==> src/rtl/mem_io_pkg.sv <==
// Shared types and address-field layout for the CPU data-side memory/IO bridge.
// Pure definitions: no latency, no backpressure.
package mem_io_pkg;

    typedef enum logic [1:0] {
        ST_IDLE    = 2'd0,
        ST_MEM     = 2'd1,
        ST_IO_WAIT = 2'd2,
        ST_RESP    = 2'd3
    } state_e;

    localparam int MAX_DATA_W = 256;
    localparam logic [MAX_DATA_W-1:0] ERR_DATA = '1;

    // IO address layout: window above bit 10, channel in [7:4], register offset in [3:0]
    localparam int WIN_LSB = 10;
    localparam int CH_LSB  = 4;
    localparam int CH_W    = 4;
    localparam int OFF_LSB = 0;
    localparam int OFF_W   = 4;

    function automatic logic in_io_window(input logic [31:0] addr, input logic [31:0] base);
        return addr[31:WIN_LSB] == base[31:WIN_LSB];
    endfunction

endpackage

==> src/rtl/mem_io_timeout.sv <==
// Loadable down-counter bounding the IO ack wait; expired is high while the count is zero.
// Single-cycle update; clear has priority over load, load over decrement.
module mem_io_timeout #(
    parameter int CNT_W = 4
) (
    input  logic             clock,
    input  logic             reset,
    input  logic             load,
    input  logic [CNT_W-1:0] load_val,
    input  logic             clr,
    input  logic             en,
    output logic             expired
);

    logic [CNT_W-1:0] cnt_q, cnt_d;

    always_comb begin
        cnt_d = cnt_q;
        if (clr) begin
            cnt_d = '0;
        end else if (load) begin
            cnt_d = load_val;
        end else if (en && cnt_q != '0) begin
            cnt_d = cnt_q - 1'b1;
        end
    end

    always_ff @(posedge clock or posedge reset) begin
        if (reset) begin
            cnt_q <= '0;
        end else begin
            cnt_q <= cnt_d;
        end
    end

    assign expired = (cnt_q == '0);

endmodule

==> src/rtl/mem_io_bridge.sv <==
// Load/store bridge to data memory and N one-hot IO channels with ack timeout.
// Memory: response 2 cycles after accept; IO: waits on ack or timeout; req_ready only in IDLE.
module mem_io_bridge
    import mem_io_pkg::*;
#(
    parameter int          DATA_W  = 32,
    parameter int          N_CH    = 4,
    parameter logic [31:0] IO_BASE = 32'hFFFF_FC00,
    parameter int          IO_RD_W = 16,
    parameter int          IO_SEXT = 1,
    parameter int          TIMEOUT = 15
) (
    input  logic                    clock,
    input  logic                    reset,
    input  logic                    req_valid,
    input  logic                    req_write,
    input  logic [31:0]             req_addr,
    input  logic [DATA_W-1:0]       req_wdata,
    input  logic [DATA_W/8-1:0]     req_be,
    output logic                    req_ready,
    output logic                    rsp_valid,
    output logic [DATA_W-1:0]       rsp_rdata,
    output logic                    rsp_err,
    output logic                    mem_cs,
    output logic                    mem_we,
    output logic [31:0]             mem_addr,
    output logic [DATA_W-1:0]       mem_wdata,
    output logic [DATA_W/8-1:0]     mem_be,
    input  logic [DATA_W-1:0]       mem_rdata,
    output logic [N_CH-1:0]         io_cs,
    output logic                    io_we,
    output logic [OFF_W-1:0]        io_off,
    output logic [DATA_W-1:0]       io_wdata,
    input  logic [N_CH*IO_RD_W-1:0] io_rdata,
    input  logic [N_CH-1:0]         io_ack,
    output logic                    err_sticky
);

    localparam int BE_W  = DATA_W / 8;
    localparam int CNT_W = $clog2(TIMEOUT + 1);

    state_e              state_q, state_d;
    logic [31:0]         addr_q, addr_d;
    logic [DATA_W-1:0]   wdata_q, wdata_d;
    logic [BE_W-1:0]     be_q, be_d;
    logic                write_q, write_d;
    logic                req_ready_q, req_ready_d;
    logic                mem_cs_q, mem_cs_d;
    logic                mem_we_q, mem_we_d;
    logic [N_CH-1:0]     io_cs_q, io_cs_d;
    logic                io_we_q, io_we_d;
    logic                rsp_valid_q, rsp_valid_d;
    logic                rsp_err_q, rsp_err_d;
    logic                rsp_mem_q, rsp_mem_d;
    logic [DATA_W-1:0]   rdata_q, rdata_d;
    logic                err_sticky_q, err_sticky_d;

    logic [CH_W-1:0]     acc_ch;
    logic                acc_ch_ok;
    logic [N_CH-1:0]     acc_onehot;
    logic                ack_sel;
    logic [IO_RD_W-1:0]  io_slice;
    logic [DATA_W-1:0]   io_ext;
    logic [DATA_W-1:0]   mem_mask;
    logic                tmo_load, tmo_clr, tmo_en, tmo_exp;

    assign acc_ch    = req_addr[CH_LSB +: CH_W];
    assign acc_ch_ok = int'(acc_ch) < N_CH;
    assign ack_sel   = |(io_ack & io_cs_q);

    always_comb begin
        acc_onehot = '0;
        for (int c = 0; c < N_CH; c++) begin
            acc_onehot[c] = (int'(acc_ch) == c);
        end
    end

    // The held one-hot select doubles as the read-data mux control
    always_comb begin
        io_slice = '0;
        for (int c = 0; c < N_CH; c++) begin
            if (io_cs_q[c]) begin
                io_slice = io_rdata[c*IO_RD_W +: IO_RD_W];
            end
        end
        io_ext = (IO_SEXT != 0) ? DATA_W'(signed'(io_slice)) : DATA_W'(io_slice);
    end

    always_comb begin
        mem_mask = '0;
        for (int b = 0; b < BE_W; b++) begin
            mem_mask[b*8 +: 8] = {8{be_q[b]}};
        end
    end

    always_comb begin
        state_d      = state_q;
        addr_d       = addr_q;
        wdata_d      = wdata_q;
        be_d         = be_q;
        write_d      = write_q;
        mem_cs_d     = 1'b0;
        mem_we_d     = 1'b0;
        io_cs_d      = '0;
        io_we_d      = 1'b0;
        rsp_valid_d  = 1'b0;
        rsp_err_d    = 1'b0;
        rsp_mem_d    = 1'b0;
        rdata_d      = '0;
        tmo_load     = 1'b0;
        tmo_clr      = 1'b0;
        tmo_en       = 1'b0;

        case (state_q)
            ST_IDLE: begin
                if (req_valid) begin
                    addr_d  = req_addr;
                    wdata_d = req_wdata;
                    be_d    = req_be;
                    write_d = req_write;
                    if (!in_io_window(req_addr, IO_BASE)) begin
                        state_d  = ST_MEM;
                        mem_cs_d = 1'b1;
                        mem_we_d = req_write;
                    end else if (acc_ch_ok) begin
                        state_d  = ST_IO_WAIT;
                        io_cs_d  = acc_onehot;
                        io_we_d  = req_write;
                        tmo_load = 1'b1;
                    end else begin
                        state_d     = ST_RESP;
                        rsp_valid_d = 1'b1;
                        rsp_err_d   = 1'b1;
                        rdata_d     = ERR_DATA[DATA_W-1:0];
                    end
                end
            end
            ST_MEM: begin
                // Load data arrives from memory during RESP and is masked on the way out
                state_d     = ST_RESP;
                rsp_valid_d = 1'b1;
                rsp_mem_d   = !write_q;
            end
            ST_IO_WAIT: begin
                if (ack_sel) begin
                    state_d     = ST_RESP;
                    rsp_valid_d = 1'b1;
                    rdata_d     = write_q ? '0 : io_ext;
                    tmo_clr     = 1'b1;
                end else if (tmo_exp) begin
                    state_d     = ST_RESP;
                    rsp_valid_d = 1'b1;
                    rsp_err_d   = 1'b1;
                    rdata_d     = ERR_DATA[DATA_W-1:0];
                    tmo_clr     = 1'b1;
                end else begin
                    io_cs_d = io_cs_q;
                    io_we_d = io_we_q;
                    tmo_en  = 1'b1;
                end
            end
            ST_RESP: begin
                state_d = ST_IDLE;
            end
            default: begin
                state_d = ST_IDLE;
            end
        endcase

        req_ready_d  = (state_d == ST_IDLE);
        err_sticky_d = err_sticky_q | (rsp_valid_q & rsp_err_q);
    end

    always_ff @(posedge clock or posedge reset) begin
        if (reset) begin
            state_q      <= ST_IDLE;
            addr_q       <= '0;
            wdata_q      <= '0;
            be_q         <= '0;
            write_q      <= 1'b0;
            req_ready_q  <= 1'b1;
            mem_cs_q     <= 1'b0;
            mem_we_q     <= 1'b0;
            io_cs_q      <= '0;
            io_we_q      <= 1'b0;
            rsp_valid_q  <= 1'b0;
            rsp_err_q    <= 1'b0;
            rsp_mem_q    <= 1'b0;
            rdata_q      <= '0;
            err_sticky_q <= 1'b0;
        end else begin
            state_q      <= state_d;
            addr_q       <= addr_d;
            wdata_q      <= wdata_d;
            be_q         <= be_d;
            write_q      <= write_d;
            req_ready_q  <= req_ready_d;
            mem_cs_q     <= mem_cs_d;
            mem_we_q     <= mem_we_d;
            io_cs_q      <= io_cs_d;
            io_we_q      <= io_we_d;
            rsp_valid_q  <= rsp_valid_d;
            rsp_err_q    <= rsp_err_d;
            rsp_mem_q    <= rsp_mem_d;
            rdata_q      <= rdata_d;
            err_sticky_q <= err_sticky_d;
        end
    end

    mem_io_timeout #(
        .CNT_W (CNT_W)
    ) u_timeout (
        .clock    (clock),
        .reset    (reset),
        .load     (tmo_load),
        .load_val (CNT_W'(TIMEOUT - 1)),
        .clr      (tmo_clr),
        .en       (tmo_en),
        .expired  (tmo_exp)
    );

    assign req_ready  = req_ready_q;
    assign rsp_valid  = rsp_valid_q;
    assign rsp_err    = rsp_err_q;
    assign rsp_rdata  = rsp_mem_q ? (mem_rdata & mem_mask) : rdata_q;
    assign mem_cs     = mem_cs_q;
    assign mem_we     = mem_we_q;
    assign mem_addr   = addr_q;
    assign mem_wdata  = wdata_q;
    assign mem_be     = be_q;
    assign io_cs      = io_cs_q;
    assign io_we      = io_we_q;
    assign io_off     = addr_q[OFF_LSB +: OFF_W];
    assign io_wdata   = wdata_q;
    assign err_sticky = err_sticky_q;

endmodule

==> config.mk <==
export PLATFORM = sky130hd
export DESIGN_NAME = mem_io_bridge
export DESIGN_NICKNAME = d
export VERILOG_FILES = /design/src/rtl/mem_io_pkg.sv /design/src/rtl/mem_io_timeout.sv /design/src/rtl/mem_io_bridge.sv
export SDC_FILE = /design/constraint.sdc
export NUM_CORES = 1
export LEC_CHECK = 0
export CORE_AREA = 2 2 125 127
export DETAILED_ROUTE_END_ITERATION = 7
export DIE_AREA = 0 0 127 129
export MAX_ROUTING_LAYER = met4
export PLACE_DENSITY = 0.77
export SYNTH_ARGS = -nofsm -noshare
export SYNTH_HDL_FRONTEND = slang
export SYNTH_SLANG_ARGS = --single-unit
==> constraint.sdc <==
create_clock -name clock -period 9.4 [get_ports clock]
set_clock_uncertainty 0.15 [all_clocks]
set_input_delay 2.82 -clock clock [delete_from_list [all_inputs] [get_ports clock]]
set_output_delay 2.82 -clock clock [all_outputs]
set_load 0.01 [all_outputs]
Word level (Yosys, flattened, before mapping)
Index checks and enable logic that the tools add are counted.

$add $sub $neg: 1. $lt $le $gt $ge: 1. Equal/unequal tests: 8. Multiplexer cells: 56. Bitwise gates (word level): 4. Reduce and logical (&&, ||, !) cells: 10.

Operators with widths (number): 32-bit 2-to-1 mux (7); 16-bit 2-to-1 mux (4); 32-bit one-hot mux with 2 select lines (1); 32-bit bitwise AND (1); 4-bit 2-to-1 mux (8); 1-bit 2-to-1 mux (27); 22-bit equality test (second input constant) (1); 4-bit by 3-bit equality test with 1-bit output (second input constant) (2); 4-bit zero test (2); 2-bit 2-to-1 mux (4); 2-bit one-hot mux with 4 select lines (1); 4-bit one-hot mux with 2 select lines (1); 4-bit bitwise AND (1); 2-bit equality test (second input constant) (2); 4-bit by 2-bit equality test with 1-bit output (second input constant) (1); 2-bit zero test (2); 4-bit by 3-bit less-than comparator with 1-bit output (second input constant) (1); 1-bit one-hot mux with 2 select lines (2); 4-bit nonzero test (1); 4-bit OR reduction (1); 4-bit by 1-bit subtractor with 4-bit output (second input constant) (1); 3-bit inequality test (second input constant) (1); 1-bit one-hot mux with 3 select lines (1); 3-bit nonzero test (1); 6 further kinds (6).

Register bits: 119. Output and inout port bits: 147.

Longest topological paths before layout
Gate-level depths: netlist of run 1.

Depth in word-level cells: 8. Gate-level depth with buffers: 8. Depth with buffers taken out: 6.

Hierarchy
A second synthesis of run 1 with hierarchy kept.

Cells, all modules: 469. Area, all modules: 5372.7 sq um.

By module, submodules not included: mem_io_bridge (instances 1, cells each 438, area each 5073.6 sq um, sequential area each 2478.6 sq um); mem_io_timeout (instances 1, cells each 31, area each 299.0 sq um, sequential area each 100.1 sq um).

Least setup slack after synthesis of run 1
Ideal clock, no wire load.

Path kind: input -> output. From: input mem_rdata[10]. To: output rsp_rdata[10]. Arrival time: 2988 ps. Required time: 6430 ps. Setup slack: 3442 ps. Stages: 2. Cells stage by stage: nand2_1 o21ai_0.

Longest elaborated chain between the ends: 2.

RTL lines: start: declaration (RTL line mem_io_bridge.sv:29) `input logic [DATA_W-1:0] mem_rdata,`; 32-bit bitwise AND (RTL line mem_io_bridge.sv:225) `assign rsp_rdata = rsp_mem_q ? (mem_rdata & mem_mask) : rdata_q;`; 32-bit 2-to-1 mux (RTL line mem_io_bridge.sv:225); end: declaration (RTL line mem_io_bridge.sv:22) `output logic [DATA_W-1:0] rsp_rdata,`.

Every way passes these cells.

Final worst setup path of run 1
From: input mem_rdata[11]. To: output rsp_rdata[11].

Same word-level chain as after synthesis.

==> summary.md, run 1 <==
| Metric | Value |
|---|---|
| Row count | `45` |
| Worst Reg-to-Reg Cells | `6` |
| WHS | `approximately 0.32 ns` |
| Peak supply drop | `about 0.13 mV` |
| First-pass GRT wire length | `25050 um` |
| Leak | `0.003617 uW` |
| Clock Path Buffers | `2` |
| Synth Cell Area | `roughly 5400 sq um` |
| Setup crit start | `mem_rdata[11]` |
| Synth Flop Type | `dfrtp_1` |
| Core Area | `14980 sq um` |
| CTS tree | `done` |
| Die area | `approximately 16000 sq um` |
| Vias in the first global route | `4779` |
| Most numerous cell in the Yosys netlist | `dfrtp_1` |
| Power per cell area | `255.9 nW/um^2` |
| Most used cell, CP | `clkdlybuf4s50_1` |
| Netlist cell types | `46` |
| Max-capacitance violation count | `0` |
| Final Slew Violations | `0` |
| CP endpoint kind | `primary output` |
| Avg Vias per Cell | `roughly 5` |
| Resize count post-CTS | `0` |
| Ranking of synthesized cells by area | `dfrtp_1 (48%), mux2_2 (14%), buf_4 (5.5%)` |
| Pre-Repair DR Iteration Count | `4` |
| RSZ-0062 raised after global routing | `no` |
| CP arrival | `around 4 ns` |
| Area share of the leading cell type in the synthesized netlist | `0.4756` |
| Register area share after synthesis | `0.4805` |
| Layout cells sized above 1 | `0.1440` |
| Top cells by instance count after synthesis | `dfrtp_1 (102), mux2_2 (68), inv_1 (40)` |
| CTS Sinks | `roughly 100` |
| Leading area contributor after synthesis | `dfrtp_1` |
| Worst path slowest cell | `clkdlybuf4s50_1` |
| # setup viols final | `0` |
| Initial Util | `0.3583` |
| Yosys reg bits | `between 100 and 150` |
| Data required, critical path | `roughly 6.4 ns` |
| Worst-path clk slew | `approximately 0.070 ns` |
| Clk root buf | `clkbuf_16` |
| Gpl congestion | `roughly 0.82` |
| Met2 Track Usage GR | `0.3656` |
| Setup TNS | `0 ns` |
| R2r setup slk | `approximately 6.7 ns` |
| Final WL | `around 17000 um` |
| Critical path fanouts, max | `1` |
| Vias | `roughly 4700` |
| Met3 Usage GRT | `0.04324` |
| Hold buffer count at cts | `0` |
| Post-DP HPWL | `about 13000 um` |
| Final min period | `between 6 and 7 ns` |
| Worst Path Class, Setup | `primary input to primary output` |
| # nets final | `930` |
| Run status | `complete, no violations` |
| Avg Cell Area, Syn | `10.93 sq um` |
| Postcts setup bufs | `0` |
| GRT Residual Overflow | `0` |
| Net Count, Synth | `approximately 670` |
| Initial DRC count | `184` |
| Final hold violations | `0` |
| Startpoint Class | `primary input` |
| Post-synth EDFFs | `0` |
| Inserted Clock Buffers | `9` |
| Area growth syn-to-layout | `61.69%` |
| Mapped Cells | `a little under 500` |
| Layout Cells excl Fill | `approximately 950` |
| CP cell instances | `clkdlybuf4s50_1 -> nand2_1 -> o21ai_0 -> clkdlybuf4s50_1` |
| Max incr delay on CP | `a little over 0.6 ns` |
| Drt drc | `0` |
| Grt met1 use | `0.2278` |
| Port Buffers | `about 320` |
| Least-Margin Pin Slew | `roughly 1.1 ns` |
| Post-DRT Antenna Nets | `0` |
| Slew HR | `0.2601` |
| FMAX | `between 100 and 150 MHz` |
| Worst r2r dst | `rsp_valid$_DFF_PP0_` |
| GRT Max-Usage Layer | `met2` |
| Largest net degree at the start of global routing | `64` |
| Die H | `roughly 130 um` |
| Syn. warnings | `0` |
| R2R Path Start | `state_q[0]$_DFF_PP0_` |
| Total global routing track utilization | `0.2037` |
| # diodes | `0` |
| Setup crit end | `rsp_rdata[11]` |
| Num ports | `between 300 and 400` |
| Dpl cells | `approximately 930` |
| Worst-skew pair later-pin latency | `0.35 ns` |
| Post-synthesis async set-or-reset flop share | `1.000` |
| Initial antenna violation count | `0` |
| Worst hold-check path type | `flip-flop to flip-flop` |
| Die W | `between 100 and 150 um` |
| DR WL/cell | `17.80 um` |
| H-tree depth | `3` |
| Final worst-path cycle share | `0.7435` |
==> routing by layer <==
layer | vias to the layer above | share of wire
met3 | 28 | 0.060
met2 | 205 | 0.53
met1 | 2295 | 0.39
met4 | 0 | 0.022
met5 | - | 0
li1 | 2211 | -
==> how the worst min path moves through the flow <==
stage                               startpoint              endpoint  slack [ns]  cells past startpoint
final                     err_sticky$_DFF_PP0_  err_sticky$_DFF_PP0_        0.32                      1
after global routing      err_sticky$_DFF_PP0_  err_sticky$_DFF_PP0_        0.32                      1
after CTS                 err_sticky$_DFF_PP0_  err_sticky$_DFF_PP0_        0.31                      1
after detailed placement  err_sticky$_DFF_PP0_  err_sticky$_DFF_PP0_        0.29                      1
after global placement    err_sticky$_DFF_PP0_  err_sticky$_DFF_PP0_        0.29                      1
after floorplan            write_q$_DFFE_PP0P_   rsp_mem_q$_DFF_PP0_        0.28                      1
==> placed cells by master, fill, tap and decap left out, drive strengths merged, types with 11 or more instances in the layout <==
cell type,instances
clkdlybuf4s50,318
dfrtp,102
mux2,68
inv,41
o21ai,34
nand2,25
a21oi,20
a21o,18
nand3b,16
a221oi,16
a211oi,16
clkbuf,11
==> power by group <==
part	total [uW]	internal, uW	switching [uW]	leakage, uW
sequential	749	618	130	0.00127
clock	378	214	165	0.000142
combinational	1090	677	416	0.00221
total	2220	1510	711	0.00362
==> critical path: cells and delay by family <==
family	cells	cell delay, ns
AOI/OAI and AO/OA	1	0.09
and+or+nand+nor	1	0.04
buffers and inverters	2	1.07
==> area by class of cell <==
class / instances / area [sq um]
Fill cell: 1220 / 6300
Timing Repair Buffer: 320 / 3198
Sequential cell: 103 / 2579
Multi-Input combinational cell: 277 / 2207
Clock buffer: 11 / 242.7
Tap cell: 188 / 235.2
Inverter: 41 / 156.4
Clock inverter: 5 / 58.81
==> flip-flops by register name, indices dropped and copies added (netlist names) <==
| signal | count |
|---|---|
| io_wdata | 32 |
| mem_addr | 32 |
| rdata_q | 16 |
| io_cs | 4 |
| mem_be | 4 |
| u_timeout.cnt_q | 4 |
| state_q | 2 |
| err_sticky | 1 |
| io_we | 1 |
| mem_cs | 1 |
| mem_we | 1 |
| req_ready | 1 |
| rsp_err | 1 |
| rsp_mem_q | 1 |
| rsp_valid | 1 |
| write_q | 1 |
==> cells by family after synthesis <==
kind of cell,Yosys count,share of synthesized area
AOI/OAI and AO/OA,122,0.1632
buffers and inverters,111,0.1084
DFF,103,0.4805
and+or+nand+nor,80,0.08930
muxes,69,0.1446
adders and majority gates,6,0.01399
==> through the flow <==
step / setup WS [ns] / total power [uW] / utilization / cell area [sq um]
CTS: 2.404 / 2246 / 0.5794 / 8677
global route: 2.351 / 2342 / 0.5794 / 8677
floorplan: 3.442 / 1300 / - / 5366
global placement: 2.444 / 1824 / 0.5592 / 8376
detailed placement: 2.406 / 1859 / 0.5592 / 8376
finish: 2.411 / 2221 / 0.5794 / 8677
(Power assumes the default switching activity.)
==> inputs of run 2 (changes only) <==
--- a/config.mk
+++ b/config.mk
@@ -5,11 +5,11 @@
 export SDC_FILE = /design/constraint.sdc
 export NUM_CORES = 1
 export LEC_CHECK = 0
-export CORE_AREA = 2 2 125 127
+export CORE_AREA = 2 2 122 124
 export DETAILED_ROUTE_END_ITERATION = 7
-export DIE_AREA = 0 0 127 129
+export DIE_AREA = 0 0 124 126
 export MAX_ROUTING_LAYER = met4
-export PLACE_DENSITY = 0.77
+export PLACE_DENSITY = 0.8
 export SYNTH_ARGS = -nofsm -noshare
 export SYNTH_HDL_FRONTEND = slang
 export SYNTH_SLANG_ARGS = --single-unit
==> constraint.sdc (replaced) <==
create_clock -name clock -period 6.7 [get_ports clock]
set_clock_uncertainty 0.15 [all_clocks]
set_input_delay 2.01 -clock clock [delete_from_list [all_inputs] [get_ports clock]]
set_output_delay 2.01 -clock clock [all_outputs]
set_load 0.01 [all_outputs]
==> summary.md, run 2 (synthesized netlist as in run 1, its figures left out) <==
| Metric | Value |
|---|---|
| Most frequent cells in the layout | `clkdlybuf4s50_1 (318), dfrtp_1 (102), mux2_2 (68)` |
| Clk pwr share | `0.176` |
| Vias | `4770` |
| Max-capacitance violation count | `0` |
| Worst Reg-to-Reg Cells | `5` |
| Die area | `about 16000 sq um` |
| Internal power | `~2100 uW` |
| Clk root buf | `clkbuf_16` |
| Total power | `between 3000 and 4000 uW` |
| Worst Path Class, Setup | `primary input to primary output` |
| Hold EP | `err_sticky$_DFF_PP0_` |
| Worst-path clk slew | `0.07 ns` |
| Critical path fanouts, max | `1` |
| Peak supply drop | `0.1299 mV` |
| Final WL | `roughly 16000 um` |
| Final hold violations | `0` |
| Pre-Repair DR Iteration Count | `4` |
| Hold-critical path depth | `1` |
| R2r setup slk | `~3.9 ns` |
| Final min period | `5.366 ns` |
| Die H | `between 100 and 150 um` |
| # diodes | `0` |
| Drt drc | `0` |
| Dpl cells | `approximately 930` |
| Gpl congestion | `0.8477` |
| Switching pwr | `~1000 uW` |
| First-pass GRT wire length | `24660 um` |
| Met2 Track Usage GR | `0.3811` |
| Initial antenna violation count | `0` |
| Setup TNS | `0 ns` |
| Seq pwr share | `0.333` |
| Power per cell area | `between 300 and 400 nW/um^2` |
| Clock Path Buffers | `2` |
| Startpoint Class | `primary input` |
| Final worst-path cycle share | `0.8009` |
| Comb pwr share | `0.491` |
| GRT Max-Usage Layer | `met2` |
| Core Area | `~14000 sq um` |
| # nets final | `between 900 and 1000` |
| Total global routing track utilization | `0.2096` |
| R2R Path Start | `state_q[0]$_DFF_PP0_` |
| RSZ-0062 raised after global routing | `no` |
| Die W | `between 100 and 150 um` |
| Most common cell after layout, fill and taps aside | `clkdlybuf4s50_1` |
| Vias in the first global route | `4777` |
| Initial Util | `0.3749` |
| Worst r2r dst | `mem_be[3]$_DFFE_PP0P_` |
| Data required, critical path | `4.54 ns` |
| GRT Residual Overflow | `0` |
| Post-DP HPWL | `12960 um` |
| # setup viols final | `0` |
| CTS Sinks | `between 100 and 150` |
| Inserted Clock Buffers | `9` |
| # fillers | `around 1200` |
| Grt met1 use | `0.2285` |
| Postcts setup bufs | `0` |
| CTS tree | `done` |
| Run status | `complete, no violations` |
| Hold buffer count at cts | `0` |
| Port Buffers | `about 320` |
| Layout Cells excl Fill | `941` |
| H-tree depth | `3` |
| FMAX | `between 150 and 200 MHz` |
| DR WL/cell | `~17 um` |
| Largest net degree at the start of global routing | `60` |
| Met3 Usage GRT | `0.03804` |
| Worst hold-check path type | `flip-flop to flip-flop` |
| CP arrival | `roughly 3.2 ns` |
| Row count | `44` |
| Num ports | `319` |
| Avg Vias per Cell | `approximately 5` |
| Slew HR | `0.2380` |
| Switching share of power | `0.3242` |
| Least-Margin Pin Slew | `1.141 ns` |
| CP endpoint kind | `primary output` |
| Leak | `0.003627 uW` |
| Worst-skew pair later-pin latency | `0.35 ns` |
| Resize count post-CTS | `0` |
| Initial DRC count | `225` |
| Post-DRT Antenna Nets | `0` |
| Final Slew Violations | `0` |
| Area growth syn-to-layout | `61.83%` |
| Hold wc startpoint | `err_sticky$_DFF_PP0_` |
| Layout cells sized above 1 | `0.1453` |
-- run 2: changes by cell type in the layout (fill, tap and decap cells not counted), sizes merged --
cell,previous run,this run
inv,41,44
clkbuf,11,9
clkinvlp,2,1
-- run 2: metrics by stage --
| stage | setup slack [ns] | hold slack, ns | util | instance area (sq um) |
|---|---|---|---|---|
| final | 1.334 | 0.3221 | 0.6067 | 8685 |
| after CTS | 1.335 | 0.3233 | 0.6067 | 8685 |
| after global routing | 1.286 | 0.3374 | 0.6067 | 8685 |
| after floorplan | 1.838 | 0.2845 | - | 5366 |
| after detailed placement | 1.341 | 0.3038 | 0.5848 | 8371 |
| after global placement | 1.360 | 0.2936 | 0.5848 | 8371 |
-- run 2: how the worst max path moves through the flow --
stage / end / cells past startpoint / start / slack [ns]
after floorplan: err_sticky$_DFF_PP0_ / 1 / reset / 1.84
after global placement: rsp_rdata[10] / 4 / mem_rdata[10] / 1.36
after detailed placement: rsp_rdata[6] / 4 / mem_rdata[6] / 1.34
after CTS: rsp_rdata[4] / 4 / mem_rdata[4] / 1.34
after global routing: rsp_rdata[9] / 4 / mem_rdata[9] / 1.29
final: rsp_rdata[3] / 4 / mem_rdata[3] / 1.33
-- run 2: power by group through the flow --
stage	logic (uW)	registers [uW]	clock network [uW]
2_1_floorplan	703	1120	0
3_3_place_gp	1520	1040	0
3_5_place_dp	1550	1060	0
4_1_cts	1560	1050	563
5_1_grt	1660	1080	585
6_report	1540	1040	551
-- run 2: metal layers --
metal  vias up  routed length (um)
met5         -                   0
met3        27                1001
met4         0                 314
li1       2217                   -
met1      2329                6156
met2       197                8883
-- run 2: cell type report --
class | instances | area [sq um] | area share
repair buffers | 320 | 3198 | 0.3682
flip-flops and latches | 103 | 2579 | 0.2969
multi-input cells | 277 | 2207 | 0.2541
well taps | 184 | 230.2 | 0.02651
clock buffers | 9 | 225.2 | 0.02593
inverters | 41 | 156.4 | 0.01801
clock inverters | 7 | 88.84 | 0.01023
-- run 2: worst max-delay path, cell delays in order --
cell	delay, ns
clkdlybuf4s50_1	0.45
nand2_1	0.05
o21ai_0	0.09
clkdlybuf4s50_1	0.60
==> inputs of run 3 (changes only) <==
==> constraint.sdc (replaced) <==
create_clock -name clock -period 5.3 [get_ports clock]
set_clock_uncertainty 0.15 [all_clocks]
set_input_delay 1.59 -clock clock [delete_from_list [all_inputs] [get_ports clock]]
set_output_delay 1.59 -clock clock [all_outputs]
set_load 0.01 [all_outputs]
==> summary.md, run 3 (synthesized netlist as in run 1, its figures left out) <==
| Metric | Value |
|---|---|
| Post-DRT Antenna Nets | `0` |
| Die W | `around 120 um` |
| Hold buffer count at cts | `0` |
| Gpl congestion | `roughly 0.85` |
| Most used cell, CP | `clkdlybuf4s50_1` |
| FF/Latch Area | `2579 sq um` |
| Slew HR | `0.2484` |
| Critical path fanouts, max | `1` |
| Worst-path clk slew | `approximately 0.07 ns` |
| Total global routing track utilization | `0.2125` |
| Final WL | `about 16000 um` |
| CP bufs+invs | `2` |
| Worst Path Class, Setup | `primary input to primary output` |
| # nets final | `just over 900` |
| Avg Vias per Cell | `roughly 5` |
| Pre-CTS WS | `0.7854 ns` |
| Peak supply drop | `roughly 0.19 mV` |
| Post-route cell area | `between 8000 and 9000 sq um` |
| First-pass GRT wire length | `roughly 25000 um` |
| Port Buffers | `approximately 320` |
| Top delay family on crit path | `buffers and inverters` |
| # fillers | `about 1200` |
| Fin util | `0.6042` |
| Hold wc startpoint | `err_sticky$_DFF_PP0_` |
| Inserted Clock Buffers | `9` |
| Clk root buf | `clkbuf_16` |
| Pre-Repair DR Iteration Count | `4` |
| GRT Residual Overflow | `0` |
| Row count | `44` |
| Max-capacitance violation count | `0` |
| DR WL/cell | `~17 um` |
| Initial Util | `0.3749` |
| FMAX | `221.9 MHz` |
| Leak | `between 0.003 and 0.004 uW` |
| Final min period | `around 4.5 ns` |
| CP endpoint kind | `primary output` |
| Cell Area, Placed | `about 8400 sq um` |
| Setup crit start | `mem_rdata[14]` |
| Dpl cells | `roughly 930` |
| Final hold violations | `0` |
| Die H | `between 100 and 150 um` |
| CTS tree | `done` |
| Power per cell area | `between 400 and 500 nW/um^2` |
| Setup TNS | `0 ns` |
| Most common cell after layout, fill and taps aside | `clkdlybuf4s50_1` |
| Drt drc | `0` |
| R2R Path Start | `io_cs[2]$_DFFE_PP0P_` |
| Post-DP HPWL | `~13000 um` |
| Die area | `approximately 16000 sq um` |
| Max incr delay on CP | `approximately 0.58 ns` |
| # setup viols final | `0` |
| Worst hold-check path type | `flip-flop to flip-flop` |
| Least-Margin Pin Slew | `between 1 and 1.5 ns` |
| Startpoint Class | `primary input` |
| Clock Path Buffers | `2` |
| CP cell instances | `clkdlybuf4s50_1 -> nand2_1 -> o21ai_0 -> clkdlybuf4s50_1` |
| Initial antenna violation count | `0` |
| Vias in the first global route | `roughly 4800` |
| Initial DRC count | `roughly 210` |
| CP arrival | `roughly 2.8 ns` |
| Final worst-path cycle share | `0.8502` |
| Setup slack after layout | `just under 0.8 ns` |
| Multi-input logic area | `2207 sq um` |
| Layout cells sized above 1 | `0.1436` |
| Num ports | `about 320` |
| H-tree depth | `3` |
| Postcts setup bufs | `0` |
| Layout Cells excl Fill | `943` |
| Largest net degree at the start of global routing | `slightly below 90` |
| Data required, critical path | `about 3.6 ns` |
| Vias | `approximately 4800` |
| Area growth syn-to-layout | `61.16%` |
| Final Slew Violations | `0` |
| Worst-skew pair later-pin latency | `0.34 ns` |
| Run status | `complete, no violations` |
| CTS Sinks | `just over 100` |
| Resize count post-CTS | `0` |
| Most frequent cells in the layout | `clkdlybuf4s50_1 (318), dfrtp_1 (102), mux2_2 (68)` |
| Worst path slowest cell | `clkdlybuf4s50_1` |
| # diodes | `0` |
| RSZ-0062 raised after global routing | `no` |
| Core Area | `between 10000 and 15000 sq um` |
==> run 3: cell count changes in the layout (fill, tap and decap cells not counted), sizes merged <==
cell / previous run / this run
clkbuf: 9 / 12
inv: 44 / 41
buf: 2 / 4
bufinv: 1 / 0
clkinv: 2 / 3
==> run 3: final cells by class <==
class | instances | area share
sequential | 103 | 0.2982
tap | 184 | 0.02662
clock inverter | 4 | 0.003038
inverter | 41 | 0.01808
timing repair buffer | 322 | 0.3715
clock buffer | 12 | 0.02734
multi-input combinational | 277 | 0.2552
==> run 3: report_power, final <==
group	leakage (uW)	switching, uW	internal, uW
Combinational	0.00222	737	1200
Sequential	0.00127	224	1100
Clock	0.000127	281	319
==> run 3: metrics by stage <==
step	hold slack, ns	power [uW]
global route	0.3444	4100
CTS	0.3320	3897
finish	0.3208	3859
detailed placement	0.3171	3293
floorplan	0.2845	2306
global placement	0.2995	3228
==> run 3: final timing paths <==
check / slack [ns] / end / cells after the start
worst max-delay path: 0.79 / rsp_rdata[14] / 4
worst min-delay path: 0.32 / err_sticky$_DFF_PP0_ / 1
worst max register to register: 2.63 / state_q[0]$_DFF_PP0_ / 4
worst min register to register: 0.32 / err_sticky$_DFF_PP0_ / 1
max in group asynchronous: 2.33 / mem_addr[25]$_DFFE_PP0P_ / 4
min in group asynchronous: 1.72 / io_wdata[29]$_DFFE_PP0P_ / 2
==> run 3: metal layers <==
| metal | GRT usage | share of wire |
|---|---|---|
| met2 | 0.3811 | 0.54 |
| met3 | 0.03759 | 0.059 |
| met1 | 0.2365 | 0.38 |
| met4 | 0.06808 | 0.022 |
| met5 | - | 0 |
